--- config.mk ---
export PLATFORM = sky130hd
export DESIGN_NAME = dmem_arbiter
export DESIGN_NICKNAME = d
export VERILOG_FILES = /design/src/rtl/dmem_arbiter.sv
export SDC_FILE = /design/constraint.sdc
export NUM_CORES = 1
export LEC_CHECK = 0
export BUFFER_PORTS_ARGS = -buffer_cell sky130_fd_sc_hd__clkbuf_2
export CORE_AREA = 3 3 86 88
export CTS_BUF_LIST = sky130_fd_sc_hd__clkbuf_8
export DETAILED_ROUTE_END_ITERATION = 7
export DIE_AREA = 0 0 89 91
export PLACE_DENSITY = 0.68
export SETUP_SLACK_MARGIN = 0.15
export SYNTH_ARGS = -nofsm -noshare
export SYNTH_HDL_FRONTEND = slang
export SYNTH_SLANG_ARGS = --single-unit
--- constraint.sdc ---
create_clock -name clk -period 2.1 [get_ports clk]
set_input_delay 0.105 -clock clk [delete_from_list [all_inputs] [get_ports clk]]
set_output_delay 0.105 -clock clk [all_outputs]
set_load 0.01 [all_outputs]
--- src/rtl/dmem_arbiter.sv ---
// Round-robin arbiter sharing one single-ported data SRAM between the load/store path (port 0)
// and a second master (port 1), with bounded locked bursts and one-cycle read-return routing.
module dmem_arbiter #(
  parameter int unsigned AW        = 7,
  parameter int unsigned DW        = 32,
  parameter int unsigned MAX_BURST = 4
) (
  input  logic          clk,
  input  logic          rst,
  input  logic          i_p0_req,
  input  logic          i_p0_we,
  input  logic          i_p0_lock,
  input  logic [AW-1:0] i_p0_addr,
  input  logic [DW-1:0] i_p0_wdata,
  input  logic          i_p1_req,
  input  logic          i_p1_we,
  input  logic          i_p1_lock,
  input  logic [AW-1:0] i_p1_addr,
  input  logic [DW-1:0] i_p1_wdata,
  output logic          o_p0_gnt,
  output logic          o_p1_gnt,
  output logic          o_p0_rvalid,
  output logic          o_p1_rvalid,
  output logic [DW-1:0] o_p0_rdata,
  output logic [DW-1:0] o_p1_rdata,
  output logic          o_mem_cen,
  output logic          o_mem_wen,
  output logic          o_mem_oen,
  output logic [AW-1:0] o_mem_a,
  output logic [DW-1:0] o_mem_d,
  input  logic [DW-1:0] i_mem_q
);

  localparam int unsigned CW = $clog2(MAX_BURST + 1);

  typedef enum logic [1:0] {StIdle, StLock0, StLock1} state_e;

  state_e        r_state;
  logic          r_last;
  logic [CW-1:0] r_cnt;
  logic          r_pend;
  logic          r_owner;

  logic          w_keep0, w_keep1, w_keep;
  logic          w_g0, w_g1, w_any, w_sel;
  logic          w_we, w_lock;
  logic [AW-1:0] w_addr;
  logic [DW-1:0] w_wdata;

  always_comb begin
    w_keep0 = (r_state == StLock0) && i_p0_req && i_p0_lock && (r_cnt < CW'(MAX_BURST));
    w_keep1 = (r_state == StLock1) && i_p1_req && i_p1_lock && (r_cnt < CW'(MAX_BURST));
    w_keep  = w_keep0 | w_keep1;
    w_g0    = 1'b0;
    w_g1    = 1'b0;
    if (!rst) begin
      w_g0 = 1'b0;
    end else if (w_keep0) begin
      w_g0 = 1'b1;
    end else if (w_keep1) begin
      w_g1 = 1'b1;
    end else if (i_p0_req && i_p1_req) begin
      // Tie goes to the port that was not granted last; in a lock state last is the lock owner.
      w_g0 = r_last;
      w_g1 = ~r_last;
    end else begin
      w_g0 = i_p0_req;
      w_g1 = i_p1_req;
    end
    w_any   = w_g0 | w_g1;
    w_sel   = w_g1;
    w_we    = w_sel ? i_p1_we    : i_p0_we;
    w_lock  = w_sel ? i_p1_lock  : i_p0_lock;
    w_addr  = w_sel ? i_p1_addr  : i_p0_addr;
    w_wdata = w_sel ? i_p1_wdata : i_p0_wdata;
  end

  assign o_p0_gnt  = w_g0;
  assign o_p1_gnt  = w_g1;
  assign o_mem_cen = ~w_any;
  assign o_mem_wen = w_any ? ~w_we : 1'b1;
  assign o_mem_oen = 1'b0;
  assign o_mem_a   = w_any ? w_addr  : '0;
  assign o_mem_d   = w_any ? w_wdata : '0;

  assign o_p0_rvalid = r_pend & ~r_owner;
  assign o_p1_rvalid = r_pend & r_owner;
  assign o_p0_rdata  = o_p0_rvalid ? i_mem_q : '0;
  assign o_p1_rdata  = o_p1_rvalid ? i_mem_q : '0;

  always_ff @(posedge clk or negedge rst) begin
    if (!rst) begin
      r_state <= StIdle;
      r_last  <= 1'b1;
      r_cnt   <= '0;
      r_pend  <= 1'b0;
      r_owner <= 1'b0;
    end else begin
      r_pend  <= w_any & ~w_we;
      r_owner <= w_sel;
      if (w_any) begin
        r_last <= w_sel;
      end
      if (w_keep) begin
        r_cnt <= r_cnt + CW'(1);
      end else if (w_any && w_lock) begin
        r_state <= w_sel ? StLock1 : StLock0;
        r_cnt   <= CW'(1);
      end else begin
        r_state <= StIdle;
        r_cnt   <= '0;
      end
    end
  end

endmodule

==> metrics list, run 1 <==
* Status: completed
* Core region area: roughly 6700 um^2
- The count of nets left with antenna violations once routing finished came out at 0.
- Timing would allow up to 536 MHz.
- Pins Over Slew Limit: 0
- Number of vias in the routed layout: 2,641
- I/O Pins: roughly 230
- Setup repair after global routing left no endpoint under its margin.
- In this run the static leakage power is roughly 1.8 nW.
* Maximum vdd ir drop: 0.215 mV
* Count of placed standard cells including taps: roughly 540
* Number of global-route vias before repair: around 2,300
- Sequential area share after synthesis: between 10% and 20%
- Later-pin clock latency in the skew report: about 0.23 ns
- Warnings from Yosys: 0
* Hold Worst Slack: 0.0911 ns
- Number of I/O port buffers: 226
- Family with the most delay on the worst path: simple AND/OR/NAND/NOR gates
* Share of the core filled with cells in the final layout: between 40 and 50%
- Along the worst path, the maximum fanout reaches 20.
* Proportion of layout cells with a drive suffix above 1: 61.8%
* First-pass detailed-route iteration total: 4
- In the detailed route, the total length drawn on met2 is ~4 mm.
* Vertical die dimension: approximately 91 um
- In this run, distinct cell masters in the synthesized netlist total 34.
- Wire length of the first global-routing pass: approximately 11 mm
- Count of antenna diodes in the layout: 0
* Setup repair bufs after CTS: 0
- The worst path in the final design needs a cycle of about 1.9 ns, including I/O delays and setup.
* Clock net sink count: 8
* Routed met1 length: 2.85 mm
* Arrival time of data at the critical path endpoint: between 1.5 and 2 ns
- Length of routed met3 wiring: around 800 um
- For this run, the post-layout net count is roughly 590.
- Top routing layer in use: met4
- CTS tree: built
- The initial utilization of the core area, before any placement, comes to between 20% and 30%.
* Overflow left after global routing: 0
- Initial antenna violation count: 0
- Entering global routing, the biggest net connects between 40 and 50 pins.
- The floorplan step set the die width to 89 um.
* Type of the worst setup path: reg2out
- Routability-driven placement finished with a final weighted congestion of about 0.8.
- Setup violations remaining at the end of the flow were counted as 0.
- Via count normalized by instance count: approximately 4.8
- Series of cell instances along the critical path: and4bb_4 -> o21ba_4 -> buf_6 -> and3_4 -> a31oi_1 -> clkbuf_2
- Drt initial violations: 94
- In this run the number of H-tree levels came out at 1.
- After routing, the total negative slack on setup checks comes to 0 ns.
- Clock tree synthesis inserted a total of 3 buffers.
- Between clock sinks in the finished design, the worst skew comes to between 0.0007 and 0.0008 ns.
- Share of the cycle needed by the critical path after routing: between 80% and 90%
* Clock slew at reported path FFs: 0.04 ns
* Highest-delay cell along the critical path: dfrtp_1
- Min-delay worst type: in2reg
- Startpoint kind of the worst setup timing path: flop
* Number of instances in the synthesized netlist: 252
* Detail Placement HPWL: roughly 6.5 mm
- Global-route total usage across every layer: around 17%
- Post-synth net total: around 370
- The final layout contains routed wiring with a total length of about 8 mm.
- Final hold violation count: 0
- Summing every instance area after synthesis gives 1740 um^2.
- In this run, synthesis produced a sequential element count of 8.
- The die covers 8100 um^2.
- Together, buffers and inverters on the worst path number 2.
- Post-layout power: roughly 1 mW
- Counting along the longest clock path gives a buffer depth of 2.
- For this run, design rule violations remaining after detail routing come to 0.
- Type of destination of the critical path: output pin
- Wire length per cell: about 14 um
* Post-Synthesis Mean Instance Area: about 6.9 um^2
- Across the run, the number of max-cap violations was 0.
- In this design, the stage delay of the slowest critical-path cell is roughly 0.40 ns.
* CP required: 2.00 ns
* Layout overhead on the synthesized area: 72.5%
- Clock root buffer: clkbuf_8
* Non-filler cells, final: between 500 and 600
- Row generation in the floorplan step produced 30 rows.
* Power density normalized to cell area: around 330 nW/um^2
==> metrics by stage <==
| step | instance area (um^2) | setup slack [ns] |
|---|---|---|
| floorplan | 1740 | 0.638 |
| global placement | 2880 | 0.336 |
| detailed placement | 2880 | 0.316 |
| CTS | 2960 | 0.165 |
| global route | 3000 | 0.159 |
| finish | 3000 | 0.236 |
==> where the power goes <==
group / switching, mW / internal [mW] / total (mW)
clock: 0.0640 / 0.127 / 0.191
combinational: 0.333 / 0.286 / 0.619
sequential: 0.00667 / 0.170 / 0.177
total: 0.404 / 0.583 / 0.986
==> layout by cell type, fill, tap and decap left out, types with 3 or more instances in the layout <==
cell type / netlist / final
and2_1: 34 / 34
and3_1: 33 / 33
buf_4: 1 / 6
clkbuf_2: 0 / 226
clkbuf_8: 0 / 3
dfrtp_1: 7 / 7
inv_1: 2 / 3
nand2_1: 42 / 42
nand3_1: 40 / 40
nor2b_1: 4 / 4
o21ai_2: 39 / 39
==> kinds of logic after synthesis <==
group | Yosys count | synth area share (%)
AOI/OAI and AO/OA | 49 | 24.1
xor gates and xnor gates | 1 | 0.503
adders and majority gates | 1 | 0.718
buffers and inverters | 31 | 12.3
DFF | 8 | 11.6
muxes | 1 | 0.575
other | 1 | 0.215
and+or+nand+nor | 160 | 50.0
==> per-layer routing <==
| metal | vias up | global-route usage [%] |
|---|---|---|
| li1 | 1309 | - |
| met1 | 1166 | 18.1 |
| met2 | 158 | 33.8 |
| met3 | 8 | 4.36 |
| met4 | 0 | 4.09 |
| met5 | - | 0 |
==> synthesized netlist by cell type, drive strengths merged <==
cell	count	area share, %
dfrtp	7	10
a32oi	1	0.50
a31oi	1	0.36
nand3	41	12
dfstp	1	1.5
and3	34	13
ha	1	0.72
o31a	1	0.50
a41oi	1	0.50
nor2b	4	1.4
and4bb	1	0.93
nor2	3	0.65
o21ba	1	0.57
nand2	43	10
o21a	1	0.43
buf	11	7.7
inv	3	0.93
conb	1	0.22
mux2i	1	0.57
a211oi	1	0.72
xnor2	1	0.50
o21ai	41	20
and2	34	12
clkbuf	17	3.7
o22ai	1	0.36
==> final timing paths <==
path	start	endpoint	slack, ns	cells after the start
worst max register to register	r_cnt[2]$_DFF_PN0_	r_cnt[0]$_DFF_PN0_	0.49	5
worst min-delay path	i_p0_we	r_pend$_DFF_PN0_	0.09	2
min in group asynchronous	rst	r_last$_DFFE_PN1P_	0.50	3
worst min register to register	r_last$_DFFE_PN1P_	r_last$_DFFE_PN1P_	0.47	2
worst max-delay path	r_cnt[2]$_DFF_PN0_	o_mem_wen	0.24	6
max in group asynchronous	rst	r_cnt[1]$_DFF_PN0_	0.84	4
==> flip-flops by register name, summed over array words and instances, names as in the netlist <==
register  flops
r_last        1
r_owner       1
r_cnt         3
r_pend        1
r_state       2
==> worst register-to-register path, delay by kind of cell, from the launching register on <==
family                 cells  cell delay (ns)
AND/OR/NAND/NOR            1             0.34
AO/OA/AOI/OAI              2             0.30
flip-flops                 1             0.40
buffers and inverters      1             0.22
multiplexers               1             0.21
==> timing repair <==
action,4_1_cts,5_1_grt
setup endpoints to repair,39,40
hold buffers,2,0
endpoints found under the hold margin,7,0
resized for setup,3,8
cloned,0,1
==> cell type report <==
cell class / count / area, um^2
inverters: 3 / 23.8
clock buffers: 3 / 41.3
clock inverters: 1 / 3.75
fillers: 707 / 3710
multi-input cells: 213 / 1340
repair buffers: 240 / 1300
well taps: 80 / 100
flip-flops and latches: 8 / 201
(Power assumes the default switching activity.)
==> run 2: changes to the inputs <==
Settings changed: MAX_ROUTING_LAYER set to met4.
==> metrics list, run 2 (synthesized netlist as in run 1, its figures left out) <==
- Status: completed
- Drt initial violations: between 60 and 70
- Number of antenna-violating nets in the routed design: 0
* Layout overhead on the synthesized area: 72.5%
- Later-pin clock latency in the skew report: about 0.23 ns
* Number of I/O port buffers: 226
* Register with the highest flop count: r_cnt
* Die width: just under 90 um
- Gpl congestion: 0.789
* Most frequent standard cell in the layout excluding fill and tap cells: clkbuf_2
- The number of cells on the worst reg-to-reg path is 5.
- Family with the most delay on the worst path: simple AND/OR/NAND/NOR gates
- CP required: around 2.0 ns
- Startpoint of the tightest hold check path: i_p0_we
* Type of the worst setup path: reg2out
- After detailed routing, the average wire length per cell comes to ~14 um.
* Leading cell types in the layout, fill and taps excluded: clkbuf_2 (226), nand2_1 (42), nand3_1 (40), o21ai_2 (39), and2_1 (34)
- Via count normalized by instance count: about 4.8
* # Max-Cap Violations: 0
* Global-route total usage across every layer: 17.9%
* Count of antenna diodes in the layout: 0
- TritonCTS built the clock tree.
- Highest clock frequency the design can meet: approximately 540 MHz
- Power density normalized to cell area: 328 nW/um^2
* Pins Over Slew Limit: 0
- Startpoint kind of the worst setup timing path: flop
* First-pass detailed-route iteration total: 4
* Number of vias in the routed layout: around 2,600
- DRC errors left: 0
* Longest individual stage delay on the worst path: approximately 0.40 ns
* Highest-delay cell along the critical path: dfrtp_1
- After clock tree synthesis, the setup repair step added 0 buffers.
- Worst Skew: 0.00152 ns
- Detail Placement HPWL: 6.55 mm
- Accumulated negative setup slack: 0 ns
- Initial core utilization: 25.9%
- The worst setup path is captured at an output pin.
* Setup slack on the worst flop-to-flop path: roughly 0.50 ns
- In the finished design, the share of the clock period the worst path needs comes to between 80% and 90%.
- In this run the worst path has a maximum fanout of 20.
* Arrival time of data at the critical path endpoint: roughly 1.8 ns
- Clock tree synthesis inserted a total of 3 buffers.
* RSZ-0062 raised after global routing: false
* Vertical die dimension: approximately 91 um
- Overflow left after global routing: 0
- The largest registers in the layout are r_cnt: 3 flops, r_state: 2 flops.
- The smallest clock period supported by the final layout is computed as 1.87 ns.
* Clock slew at reported path FFs: approximately 0.04 ns
* Clock net sink count: 8
- The floorplan has 30 rows.
* Clock buffer depth: 2
- Core region area: roughly 6700 um^2
* Series of cell instances along the critical path: and4bb_4 -> o21ba_4 -> buf_6 -> and3_4 -> a31oi_1 -> clkbuf_2
* FF-to-FF Start: r_cnt[2]$_DFF_PN0_
* H-tree depth: 1
- In the final layout, the share of cells above drive strength 1 is ~62%.
- Once placement completed, the tool counted placed cells totaling between 500 and 600.
- The via count of the first global-routing pass was ~2,300.
* Clock root buffer: clkbuf_8
- Total Wirelength: ~7.8 mm
- Setup violations remaining at the end of the flow were counted as 0.
- Buf+Inv Stages, Crit Path: 2
* Maximum number of pins on one net before global-route repair: 44
* Die Footprint: between 8000 and 9000 um^2
- Standby leakage power: between 1.5 and 2 nW
- Worst Hold Endpoint: r_pend$_DFF_PN0_
- In this run the critical register-to-register path is captured at r_cnt[0]$_DFF_PN0_.
* Flip-flop count of the largest register after layout: 3
- The number of antenna violations at the first check in global routing came to 0.
- At the end of the flow, the number of nets in the layout was just under 600.
- The count of cells in the finished layout, fillers not included, comes to 548.
* Hold depth: 2
- IR analysis of the VDD net gives a maximum drop of ~0.21 mV.
- I/O Pins: around 230
- Wire length of the first global-routing pass: around 11 mm
* Number of fillers in the final layout: roughly 710
- The worst hold path belongs to the class in2reg.
- The hold violation count in the final report is 0.
-- run 2: how the worst max path moves through the flow --
stage	startpoint	cells after the start	to	slack, ns
5_1_grt	r_last$_DFFE_PN1P_	6	o_mem_wen	0.16
6_report	r_cnt[2]$_DFF_PN0_	6	o_mem_wen	0.23
2_1_floorplan	r_cnt[2]$_DFF_PN0_	6	r_cnt[0]$_DFF_PN0_	0.64
3_5_place_dp	r_cnt[2]$_DFF_PN0_	6	o_mem_d[29]	0.32
4_1_cts	rst	8	o_mem_d[19]	0.17
3_3_place_gp	r_cnt[2]$_DFF_PN0_	6	o_mem_wen	0.34
-- run 2: report_power, final --
part	internal (mW)	switching (mW)	total (mW)	leakage, nW
clock network	0.127	0.0637	0.191	0.0269
logic	0.286	0.332	0.618	1.68
registers	0.170	0.00667	0.177	0.105
total	0.583	0.403	0.986	1.82
-- run 2: area by class of cell --
cell class / count / area (um^2) / share of cell area (%)
Multi-Input combinational cell: 213 / 1340 / 44.4
Timing Repair Buffer: 240 / 1300 / 43.2
Sequential cell: 8 / 201 / 6.71
Tap cell: 80 / 100 / 3.33
Clock buffer: 3 / 41.3 / 1.37
Inverter: 3 / 23.8 / 0.791
Clock inverter: 1 / 3.75 / 0.125
-- run 2: repair_timing --
item | 4_1_cts | 5_1_grt
hold buffers | 2 | 0
setup endpoints to repair | 39 | 40
resized for setup | 3 | 8
hold endpoints to repair | 7 | 0
cloned | 0 | 1
-- run 2: stage by stage --
stage / util (%) / worst slack, ns / total power, mW / hold slack [ns] / cell area [um^2]
floorplan: - / 0.638 / 0.526 / -0.191 / 1740
global placement: 42.9 / 0.336 / 0.773 / 0.0619 / 2880
detailed placement: 42.9 / 0.316 / 0.781 / 0.0637 / 2880
CTS: 44.0 / 0.165 / 0.984 / 0.0920 / 2960
global route: 44.7 / 0.159 / 1.07 / 0.105 / 3000
finish: 44.7 / 0.234 / 0.986 / 0.0873 / 3000
-- run 2: per-layer routing --
layer	global-route usage [%]	share of wire (%)	up-vias
li1	-	-	1305
met1	18.3	37	1158
met2	34.0	52	146
met3	3.72	9.2	8
met4	4.09	1.5	0
met5	-	0	-
==> run 3: changes to the inputs <==
Settings changed: GPL_TIMING_DRIVEN set to 0, RECOVER_POWER set to 50.
Clock period 2.1 ns to 1.9 ns, I/O delays scaled along.
==> metrics list, run 3 (synthesized netlist as in run 1, its figures left out) <==
- Global-route layer with the greatest usage: met2
* Via count normalized by instance count: 4.82
* Number of I/O port buffers: 226
- Largest registers: r_cnt: 3 flops, r_state: 2 flops
* Register with the highest flop count: r_cnt
- Pins Over Slew Limit: 0
- H-tree depth: 1
* Initial antenna violation count: 0
- Post-route worst setup slack: -0.0223 ns
- After layout, the worst path uses 101% of the clock period.
- Overflow left after global routing: 0
* Min-delay worst type: in2reg
* Hold depth: 2
- Vertical die dimension: between 90 and 100 um
* Clock net sink count: 8
- Number of setup violations in the final report: 3
- I/O Pins: 228
- Setup repair after global routing could not meet its margin everywhere.
* Clock root buffer: clkbuf_8
- Accumulated negative setup slack: -0.0301 ns
- The hold violation count in the final report is 0.
* Startpoint kind of the worst setup timing path: flop
* Global-route total usage across every layer: 18.0%
- At the worst endpoint, the required time is 1.80 ns.
- The register with the most flip-flops in the layout has 3 of them.
- Most frequent standard cell in the layout excluding fill and tap cells: clkbuf_2
- Clock buffer depth: 2
* Total number of placement rows: 30
- The routed design could run at a clock period as short as about 1.9 ns.
- Clock slew at reported path FFs: around 0.05 ns
* Number of vias in the routed layout: around 2,800
* Standby leakage power: 1.93 nW
- Later-pin clock latency in the skew report: roughly 0.24 ns
- Dividing total power by cell area gives a power density of ~370 nW/um^2.
- For met2 alone, demand over resource in global routing was 35.6%.
- Final design area excluding fillers: around 3200 um^2
- Counting the buffers created by CTS gives 3.
* Count of antenna diodes in the layout: 0
- Compared with the post-synthesis result, the final layout area differs by 86.4%.
* Routing usage on met1: a little under a fifth
- Count of placed standard cells including taps: 558
- The first global-routing pass estimated about 11 mm of wire.
* Number of cells on the worst reg-to-reg path: 8
* Non-filler cells, final: 574
* Initial core utilization: between 20% and 30%
* Type of destination of the critical path: output pin
- Between clock sinks in the finished design, the worst skew comes to ~0.0021 ns.
- TritonCTS built the clock tree.
* Die width: 89 um
- # Max-Cap Violations: 0
- Gpl congestion: 0.837
- In the final design database the tool counted between 600 and 700 nets.
* Largest fanout on the critical path: 6
- Leaving out fill and tap cells, the most frequent cells in the layout are clkbuf_2 (191), nand2_1 (41), nand3_1 (39), o21ai_2 (38), buf_2 (34).
- Number of antenna-violating nets in the routed design: 0
* Post-DP Area: just under 3000 um^2
- Highest clock frequency the design can meet: approximately 520 MHz
- The die covers just over 8000 um^2.
- At the worst endpoint, the arrival time is about 1.8 ns.
- Status: finished, violations left
- Detail Placement HPWL: ~6.9 mm
- The post-route netlist has between 60 and 70% of its cells at a drive strength greater than 1.
* Maximum vdd ir drop: ~0.16 mV
* Pre-CTS worst setup slack: between 0.1 and 0.15 ns
- Type of the worst setup path: reg2out
* DRC errors left: 0
- Total Wirelength: ~8.3 mm
* Grt met3 use: around 2.3%
* Number of global-route vias before repair: 2,452
* Hold Worst Slack: about 0.072 ns
- Drt initial violations: approximately 130
* First-pass detailed-route iteration total: 4
- Wire length per cell: between 10 and 15 um
* Maximum number of pins on one net before global-route repair: 12
- The checks that failed: negative setup slack.
- Core region area: between 6000 and 7000 um^2
-- run 3: changes by cell type in the layout (fill, tap and decap cells not counted), moves of 2 or more --
cell and change:
clkbuf_2 -35, and2_1 -2, clkbuf_1 +17, buf_12 +2, buf_4 +3, clkbuf_16 +3, and2_0 +2, buf_2 +34
-- run 3: per-stage QoR --
stage	power (mW)	utilization [%]
after floorplan	0.582	-
after global placement	0.886	44.2
after detailed placement	0.894	44.2
after CTS	1.13	45.9
after global routing	1.27	48.3
final	1.19	48.3
-- run 3: final timing paths --
| kind | startpoint | endpoint | slack (ns) |
|---|---|---|---|
| max reg2reg | r_last$_DFFE_PN1P_ | r_owner$_DFF_PN0_ | 0.23 |
| max in group asynchronous | rst | r_last$_DFFE_PN1P_ | 1.21 |
| max | r_last$_DFFE_PN1P_ | o_mem_a[4] | -0.02 |
| min reg2reg | r_cnt[0]$_DFF_PN0_ | r_cnt[0]$_DFF_PN0_ | 0.48 |
| min | i_p0_we | r_pend$_DFF_PN0_ | 0.07 |
| min in group asynchronous | rst | r_state[1]$_DFFE_PN0N_ | 0.38 |
-- run 3: repair_timing --
| action | 4_1_cts | 5_1_grt |
|---|---|---|
| pin swaps | 1 | 26 |
| hold buffers | 1 | 0 |
| endpoints found under the setup margin | 41 | 67 |
| hold endpoints to repair | 8 | 0 |
| gates cloned | 0 | 5 |
| buffers inserted | 3 | 3 |
| resized for setup | 9 | 50 |
-- run 3: critical path: stages, from the launching register on --
cell	delay, ns
dfstp_2	0.54
nand2_2	0.08
o21ba_4	0.23
buf_8	0.14
nand2_8	0.11
inv_6	0.06
buf_12	0.13
o21ai_2	0.14
clkbuf_2	0.15
-- run 3: cell type report --
| cell class | count | area [um^2] |
|---|---|---|
| flip-flops and latches | 8 | 201 |
| well taps | 80 | 100 |
| clock inverters | 1 | 3.75 |
| multi-input cells | 213 | 1360 |
| inverters | 3 | 23.8 |
| repair buffers | 237 | 1290 |
| plain buffers | 28 | 216 |
| clock buffers | 3 | 41.3 |
| repair inverters | 1 | 8.76 |
| fillers | 682 | 3470 |
-- run 3: layer usage --
layer / vias up / share of wire, %
met5: - / 0
met4: 0 / 0.98
met3: 10 / 8.4
met2: 161 / 55
met1: 1241 / 36
li1: 1356 / -
-- run 3: report_power, final --
part           switching [mW]  internal (mW)
Sequential             0.0119          0.188
Combinational           0.393          0.377
Clock                  0.0797          0.141
